`src/rtl/multi_debouncer.sv`:
```
// multi_debouncer: per-channel 2-flop sync + stable-time debounce with edge strobes.
// Ports: clk, rst_n, sw_in, sw_out, rise_pulse, fall_pulse, any_change; hold_pulse with DEBOUNCE_HOLD_EN.
module multi_debouncer #(
  parameter int unsigned NUM_CH           = 4,
  parameter int unsigned CLK_FREQ_HZ      = 100_000_000,
  parameter int unsigned DEBOUNCE_TIME_MS = 20,
  parameter int unsigned HOLD_TIME_MS     = 1000,
  parameter logic [NUM_CH-1:0] RESET_VALUE = '0
) (
  input  logic              clk,
  input  logic              rst_n,
  input  logic [NUM_CH-1:0] sw_in,
  output logic [NUM_CH-1:0] sw_out,
  output logic [NUM_CH-1:0] rise_pulse,
  output logic [NUM_CH-1:0] fall_pulse,
  output logic              any_change
`ifdef DEBOUNCE_HOLD_EN
  ,
  output logic [NUM_CH-1:0] hold_pulse
`endif
);

  localparam longint DB_CYCLES =
    longint'(DEBOUNCE_TIME_MS) * longint'(CLK_FREQ_HZ) / 1000;
  localparam longint HOLD_CYCLES =
    longint'(HOLD_TIME_MS) * longint'(CLK_FREQ_HZ) / 1000;
  localparam int CW = $clog2(DB_CYCLES + 1);
  localparam logic [CW-1:0] DB_LAST = CW'(DB_CYCLES - 1);

  if (DB_CYCLES < 1) begin : g_db_chk
    $error("multi_debouncer: debounce time below one clock");
  end
  if (NUM_CH < 1 || NUM_CH > 32) begin : g_ch_chk
    $error("multi_debouncer: NUM_CH out of range 1..32");
  end
  if (HOLD_CYCLES < 1) begin : g_hold_chk
    $error("multi_debouncer: hold time below one clock");
  end

  logic [NUM_CH-1:0] sync1;
  logic [NUM_CH-1:0] sync2;
  logic [NUM_CH-1:0] flip;
  logic [NUM_CH-1:0] sw_nxt;
  logic [CW-1:0]     cnt     [NUM_CH];
  logic [CW-1:0]     cnt_nxt [NUM_CH];

  // Counter only runs while the synced level disagrees with the output;
  // it flips the output on its last count, so it can never wrap.
  always_comb begin
    flip   = '0;
    sw_nxt = sw_out;
    for (int i = 0; i < NUM_CH; i++) begin
      cnt_nxt[i] = '0;
      if (sync2[i] != sw_out[i]) begin
        if (cnt[i] == DB_LAST) begin
          flip[i]   = 1'b1;
          sw_nxt[i] = sync2[i];
        end else begin
          cnt_nxt[i] = cnt[i] + CW'(1);
        end
      end
    end
  end

  always_ff @(posedge clk or negedge rst_n) begin
    if (!rst_n) begin
      sync1      <= RESET_VALUE;
      sync2      <= RESET_VALUE;
      sw_out     <= RESET_VALUE;
      rise_pulse <= '0;
      fall_pulse <= '0;
      for (int i = 0; i < NUM_CH; i++) cnt[i] <= '0;
    end else begin
      sync1      <= sw_in;
      sync2      <= sync1;
      sw_out     <= sw_nxt;
      rise_pulse <= flip & sw_nxt;
      fall_pulse <= flip & ~sw_nxt;
      for (int i = 0; i < NUM_CH; i++) cnt[i] <= cnt_nxt[i];
    end
  end

  assign any_change = |(rise_pulse | fall_pulse);

`ifdef DEBOUNCE_HOLD_EN
  localparam int HW = $clog2(HOLD_CYCLES + 1);
  localparam logic [HW-1:0] HOLD_MAX  = HW'(HOLD_CYCLES);
  localparam logic [HW-1:0] HOLD_LAST = HW'(HOLD_CYCLES - 1);

  logic [HW-1:0]     hold_cnt [NUM_CH];
  logic [HW-1:0]     hold_nxt [NUM_CH];
  logic [NUM_CH-1:0] hold_hit;

  // Count tracks the number of high cycles including the one being entered,
  // so the strobe lands in the HOLD_CYCLES-th high cycle; saturation
  // keeps it to one strobe per press.
  always_comb begin
    hold_hit = '0;
    for (int i = 0; i < NUM_CH; i++) begin
      hold_nxt[i] = '0;
      if (sw_nxt[i]) begin
        hold_nxt[i] = (hold_cnt[i] == HOLD_MAX) ? hold_cnt[i]
                                                : hold_cnt[i] + HW'(1);
        hold_hit[i] = (hold_cnt[i] == HOLD_LAST);
      end
    end
  end

  always_ff @(posedge clk or negedge rst_n) begin
    if (!rst_n) begin
      hold_pulse <= '0;
      for (int i = 0; i < NUM_CH; i++) hold_cnt[i] <= '0;
    end else begin
      hold_pulse <= hold_hit;
      for (int i = 0; i < NUM_CH; i++) hold_cnt[i] <= hold_nxt[i];
    end
  end
`endif

endmodule

```
`config.mk`:
```
export PLATFORM = sky130hd
export DESIGN_NAME = multi_debouncer
export DESIGN_NICKNAME = d
export VERILOG_FILES = /design/src/rtl/multi_debouncer.sv
export SDC_FILE = /design/constraint.sdc
export NUM_CORES = 1
export LEC_CHECK = 0
export BUFFER_PORTS_ARGS = -buffer_cell sky130_fd_sc_hd__buf_2
export CAP_MARGIN = 10
export CORE_MARGIN = 2
export CORE_UTILIZATION = 25
export CTS_CLUSTER_SIZE = 10
export DETAILED_ROUTE_END_ITERATION = 8
export PLACE_DENSITY_LB_ADDON = 0.12
export SYNTH_ARGS = -nofsm -noshare
export SYNTH_HDL_FRONTEND = slang
export SYNTH_SLANG_ARGS = --single-unit
```
`constraint.sdc`:
```
create_clock -name clk -period 2.3 [get_ports clk]
set_clock_uncertainty 0.2 [all_clocks]
set_input_delay 0 -clock clk [delete_from_list [all_inputs] [get_ports clk]]
set_output_delay 0 -clock clk [all_outputs]
set_load 0.02 [all_outputs]
```
# Word level (Yosys, flattened, before mapping)

Cells that the tools add are included.

Logic and storage cells: 50
Output and inout bits: 13
Bits in registers: 104

Mux-type cells: 24
Reduce and logical (&&, ||, !) cells: 1
Bitwise operators: 4
Equal/unequal tests: 8
Add/subtract/negate cells: 4

Operators with widths:

| cell                                          | count |
|---|---|
| two-way mux 21 bit                            | 8 |
| adder 21 x 1 -> 21 bit, second input constant | 4 |
| equality test 21 bit, second input constant   | 4 |
| two-way mux 1 bit                             | 16 |
| bitwise AND 4 bit                             | 2 |
| != test 1 bit                                 | 4 |
| NOT 4 bit                                     | 1 |
| OR 4 bit                                      | 1 |
| OR reduction 4 bit                            | 1 |

# Logic depth before layout (Yosys ltp)

Word-level depth: 5
Gate-level depth with buffers: 7
Mapped depth without buffers: 5

# Worst setup path after synthesis

Ideal clock, no wire load.

Path type: register -> register
Start: register cnt[13] in the netlist's numbering
End: register sw_out[3]
Data required time: 1.975 ns
Stages on the path, launching flop included: 5
Slack: -0.117 ns
Data arrival time: 2.092 ns
Buffers on the path: 0
Period minus slack after synthesis: 2.417 ns
Cell sequence: dfrtp_1 -> or4_1 -> or4_4 -> or3_4 -> mux2_4

Word-level cells in the longest chain between the ends: 3

Ends and longest elaborated chain:

| what                 | line | source |
|---|---|---|
| start, declared      | 44   | `logic [CW-1:0] cnt [NUM_CH];` |
| equality test 21 bit | 55   | `if (cnt[i] == DB_LAST) begin` |
| two-way mux 1 bit    | 55   |  |
| two-way mux 1 bit    | 54   | `if (sync2[i] != sw_out[i]) begin` |
| named net sw_nxt[3]  | 43   | `logic [NUM_CH-1:0] sw_nxt;` |
| end signal, assigned | 76   | `sw_out <= sw_nxt;` |
| end, declared        | 13   | `output logic [NUM_CH-1:0] sw_out,` |

The timed path passes the listed nets, and every way through them passes these cells.

# Worst setup path after layout

Start: register cnt[16] in the netlist's numbering
End: register sw_out[3]

The elaborated chain is that of the path after synthesis.

==> results.md <==
Pwr:
- Summed over all nets, the switching power comes to 785 uW.
- The clock network accounts for 43.3% of the total power.
- The power per cell area is 599 nW/um^2.
- The worst vdd rail ir drop is 0.376 mV.
- In this run the static leakage power is 2.35 nW.
- The total internal power is 2.77 mW.
- Combinational logic is responsible for 4.0% of the overall power.
- The portion of total power attributed to sequential cells is 52.7%.
- Of the total power, the share spent switching nets is 22.1%.

Setup path:
- Of all nets on the critical path, the largest fanout is 4.
- The worst setup path is captured at a register.
- In this run the critical register-to-register path is launched from cnt[16].
- The depth of the worst register-to-register path is 4.
- The internal reg-to-reg setup slack is -50 ps.
- The timing startpoint of the critical path is cnt[16].
- The highest-delay cell along the critical path is or4_4.
- STA puts the critical path data arrival time at 2390 ps.
- The maximum single-stage delay on the critical path is 530 ps.
- The end of the worst register-to-register path is sw_out[3].
- The last element of the critical path is sw_out[3].
- The worst setup path category is reg -> reg.
- The required time of the critical path is 2340 ps.
- Counting stages on the worst path, the most repeated cell is or4_4.
- The signal on the critical path passes through or4_4 -> or4_4 -> or3_4 -> mux2_4.
- STA classifies the critical path startpoint as a register.

Yosys:
- Yosys mapped a number of flops with a built-in enable equal to 0.
- After synthesis, the mean cell area works out to 10.1 um^2.
- The dominant synthesized flop cell is dfrtp_1.
- The sequential share of the synthesized area is 53.1%.
- The share of synthesized area in the top cell type comes to 53.1%.
- For this run, asynchronously set or reset flops after synthesis account for 100%.
- The cell type with the largest total area after synthesis is dfrtp_1.
- The unique cell type count in the Yosys netlist is 36.
- Ranked by total cell area, the synthesized netlist is headed by dfrtp_1 (53%), xnor2_1 (7.5%), nor2_1 (4.8%), nand3_1 (2.9%), or4_1 (2.8%).
- Synthesis inferred 104 register bits.
- For this run, the number of Yosys warnings is 0.
- The mapped netlist covers 4900 um^2.
- The synthesized instance count is 484.
- When the netlist entered floorplanning its net count stood at 494.

Min path:
- The path type of the worst min-delay path is in -> reg.
- Counting instances, the worst hold path has a depth of 2.

Timing:
- The final-report max-slew violation count was 0.
- Setup repair after global routing could not meet its margin everywhere.
- Timing would allow up to 426 MHz.
- The final period utilization is 102%.
- The relative slew slack is 72.4%.
- The total count of hold-check failures in the final report is 0.
- The least setup slack across all paths after layout is -48.7 ps.
- Setup violations remaining at the end of the flow were counted as 13.
- For the final routed database, the setup TNS stands at -163 ps.
- At the pin with the least slew margin, the transition time is 410 ps.
- The worst path in the final design needs a cycle of 2350 ps, including I/O delays and setup.

Place:
- The half-perimeter wire length after detailed placement is 7.66 mm.
- During placement, the flow inserted port buffers numbering 18.
- Summing all placed instances gives a cell area of 5540 um^2.
- At the end of routability-driven placement, the weighted congestion stood at 0.790.

Clock network:
- After clock tree synthesis, the setup repair step added 0 buffers.
- The clock slew seen by the registers of the worst setup and hold paths is 70 ps.
- Buffers inserted during clock tree synthesis total 9.
- Clock tree synthesis found a total of 104 sinks.
- The clock root buffer is clkbuf_16.
- In this run the number of H-tree levels came out at 3.
- The latest clock arrival within the worst-skew pair is 350 ps.
- The worst-case clock buffer depth is 2.
- TritonCTS built the clock tree.

Cells and area:
- At the end of the flow, the number of nets in the layout was 551.
- The finished cells cover 5940 um^2.
- The repair_antennas step left the layout with diodes totalling 0.
- The final-layout fill cell count is 2025.
- The area growth from synthesis to layout is 21.2%.
- The ratio of cells with drive above 1 in the final layout is 15.4%.

Routing:
- After detailed routing, the average wire length per cell comes to 13.7 um.
- In the routed design, unresolved DRC markers number 0.
- The routed design has 11.1 mm of wire.
- The number of iterations in the first detailed-routing pass is 4.
- For this block, the initial DRC count from the detailed router was 105.
- The via count normalized by instance count is 4.60.
- The detailed router placed 3730 vias in this run.
- The detail route stage leaves a number of antenna-violating nets equal to 0.

GRT:
- The remaining global-route overflow is 0.
- The pin count of the biggest net entering global routing is 55.
- The via count of the first global-routing pass is 3832.
- The first global-routing pass estimated 19.0 mm of wire.
- The initial antenna violation count is 0.
- The global routing usage summed across all routing layers is 11.8%.

Floorplanning:
- The die span in x is 144 um.
- The cell row count is 51.
- The region available for standard cell placement spans 19300 um^2.
- The effective utilization at floorplan is 25.3%.
- The area enclosed by the die boundary is 20700 um^2.
- The die span in y is 144 um.
- 19 I/O pins were placed.

Status:
- The final reports fail on negative setup slack.
- The run finished, with violations left.

Job:
- Max-cap violations in this run came to 0.
-- power by group through the flow --
stage | registers (mW) | clock network [mW] | logic, mW
after detailed placement | 1.91 | 0 | 0.129
after CTS | 1.88 | 1.63 | 0.143
final | 1.88 | 1.54 | 0.141
after global placement | 1.91 | 0 | 0.129
after global routing | 1.88 | 1.70 | 0.162
after floorplan | 1.91 | 0 | 0.0532
-- worst min path at each step --
stage | start | endpoint | slack, ps
6_report | sw_in[1] | sync1[1] | 90
5_1_grt | sw_in[3] | sync1[3] | 70
4_1_cts | sw_in[3] | sync1[3] | 60
3_5_place_dp | rst_n | cnt[10] | -230
3_3_place_gp | rst_n | cnt[10] | -240
2_1_floorplan | rst_n | cnt[0] | -500
-- sequential cells by signal, indices dropped and copies added, names as in the netlist --
name,cells
cnt,84
fall_pulse,4
rise_pulse,4
sw_out,4
sync1,4
sync2,4
-- final cells by class --
cell class	instances	area (um^2)	share of cell area [%]
Inverter	14	52.6	0.885
Timing Repair Buffer	59	452	7.60
Clock buffer	12	246	4.15
Multi-Input combinational cell	353	2210	37.2
Clock inverter	3	42.5	0.716
Tap cell	265	332	5.58
Sequential cell	104	2600	43.8
-- kinds of logic after synthesis --
group           Yosys count  synth area share, %
simple gates            237                 26.3
compound gates           52                 6.46
flops                   104                 53.1
fa+ha+maj                 4                 1.02
buf+inv                  27                 2.14
xor+xnor                 56                 10.0
mux                       4                0.996
-- synthesized netlist by cell type (all sizes together) (6+ instances only) --
master / n
o31ai: 15
a21oi: 23
or4: 19
xor2: 14
nor3b: 9
nor3: 14
nor2: 63
o21ai: 13
and4: 6
inv: 14
nand4: 21
clkbuf: 12
and3: 8
nand3: 28
xnor2: 42
nor4: 14
or3: 16
nand2: 27
dfrtp: 104
-- worst max-delay path, delay by kind of cell, from the launching register on --
family / cells / cell delay [ps]
muxes: 1 / 300
DFF: 1 / 380
and+or+nand+nor: 3 / 1360
-- repair_timing --
action	CTS	global route
cloned	0	1
hold buffers	7	0
endpoints found under the hold margin	108	0
endpoints found under the setup margin	1	25
resized for setup	0	8
-- layer usage --
metal | GRT usage [%] | up-vias | routed length [um]
li1 | - | 1848 | -
met1 | 14.8 | 1842 | 5230
met2 | 19.5 | 27 | 5420
met3 | 2.91 | 13 | 281
met4 | 4.33 | 0 | 177
met5 | 0 | - | 0
-- layout by cell type, fill, tap and decap left out, drive strengths merged --
cell type	n
clkbuf	12
and3	8
o21ai	13
dfrtp	104
o31ai	15
inv	14
clkinvlp	1
buf	53
xnor2	42
nor3	14
or2	4
or4	19
nand2	27
nor3b	9
a21oi	23
xor2	14
nor4bb	3
nor4b	1
dlygate4sd3	6
mux2	4
and4	6
or3	16
bufinv	1
clkinv	1
nand4	21
nor4	14
or3b	1
nand3	28
ha	4
a41o	1
nand4bb	1
and2	2
nor2	63
-- metrics by stage --
step | instances | total power [mW] | utilization (%) | setup WS, ps | hold slack (ps)
finish | 810 | 3.56 | 30.7 | -48.7 | 87.6
global route | 810 | 3.74 | 30.7 | -98.5 | 71.5
CTS | 809 | 3.65 | 30.6 | -51.9 | 63.6
detailed placement | 787 | 2.04 | 28.7 | -52.2 | -228
global placement | 787 | 2.04 | 28.7 | -38.7 | -237
floorplan | 484 | 1.96 | - | -36.7 | -496
Note: power is estimated with default switching activity, not from simulation.
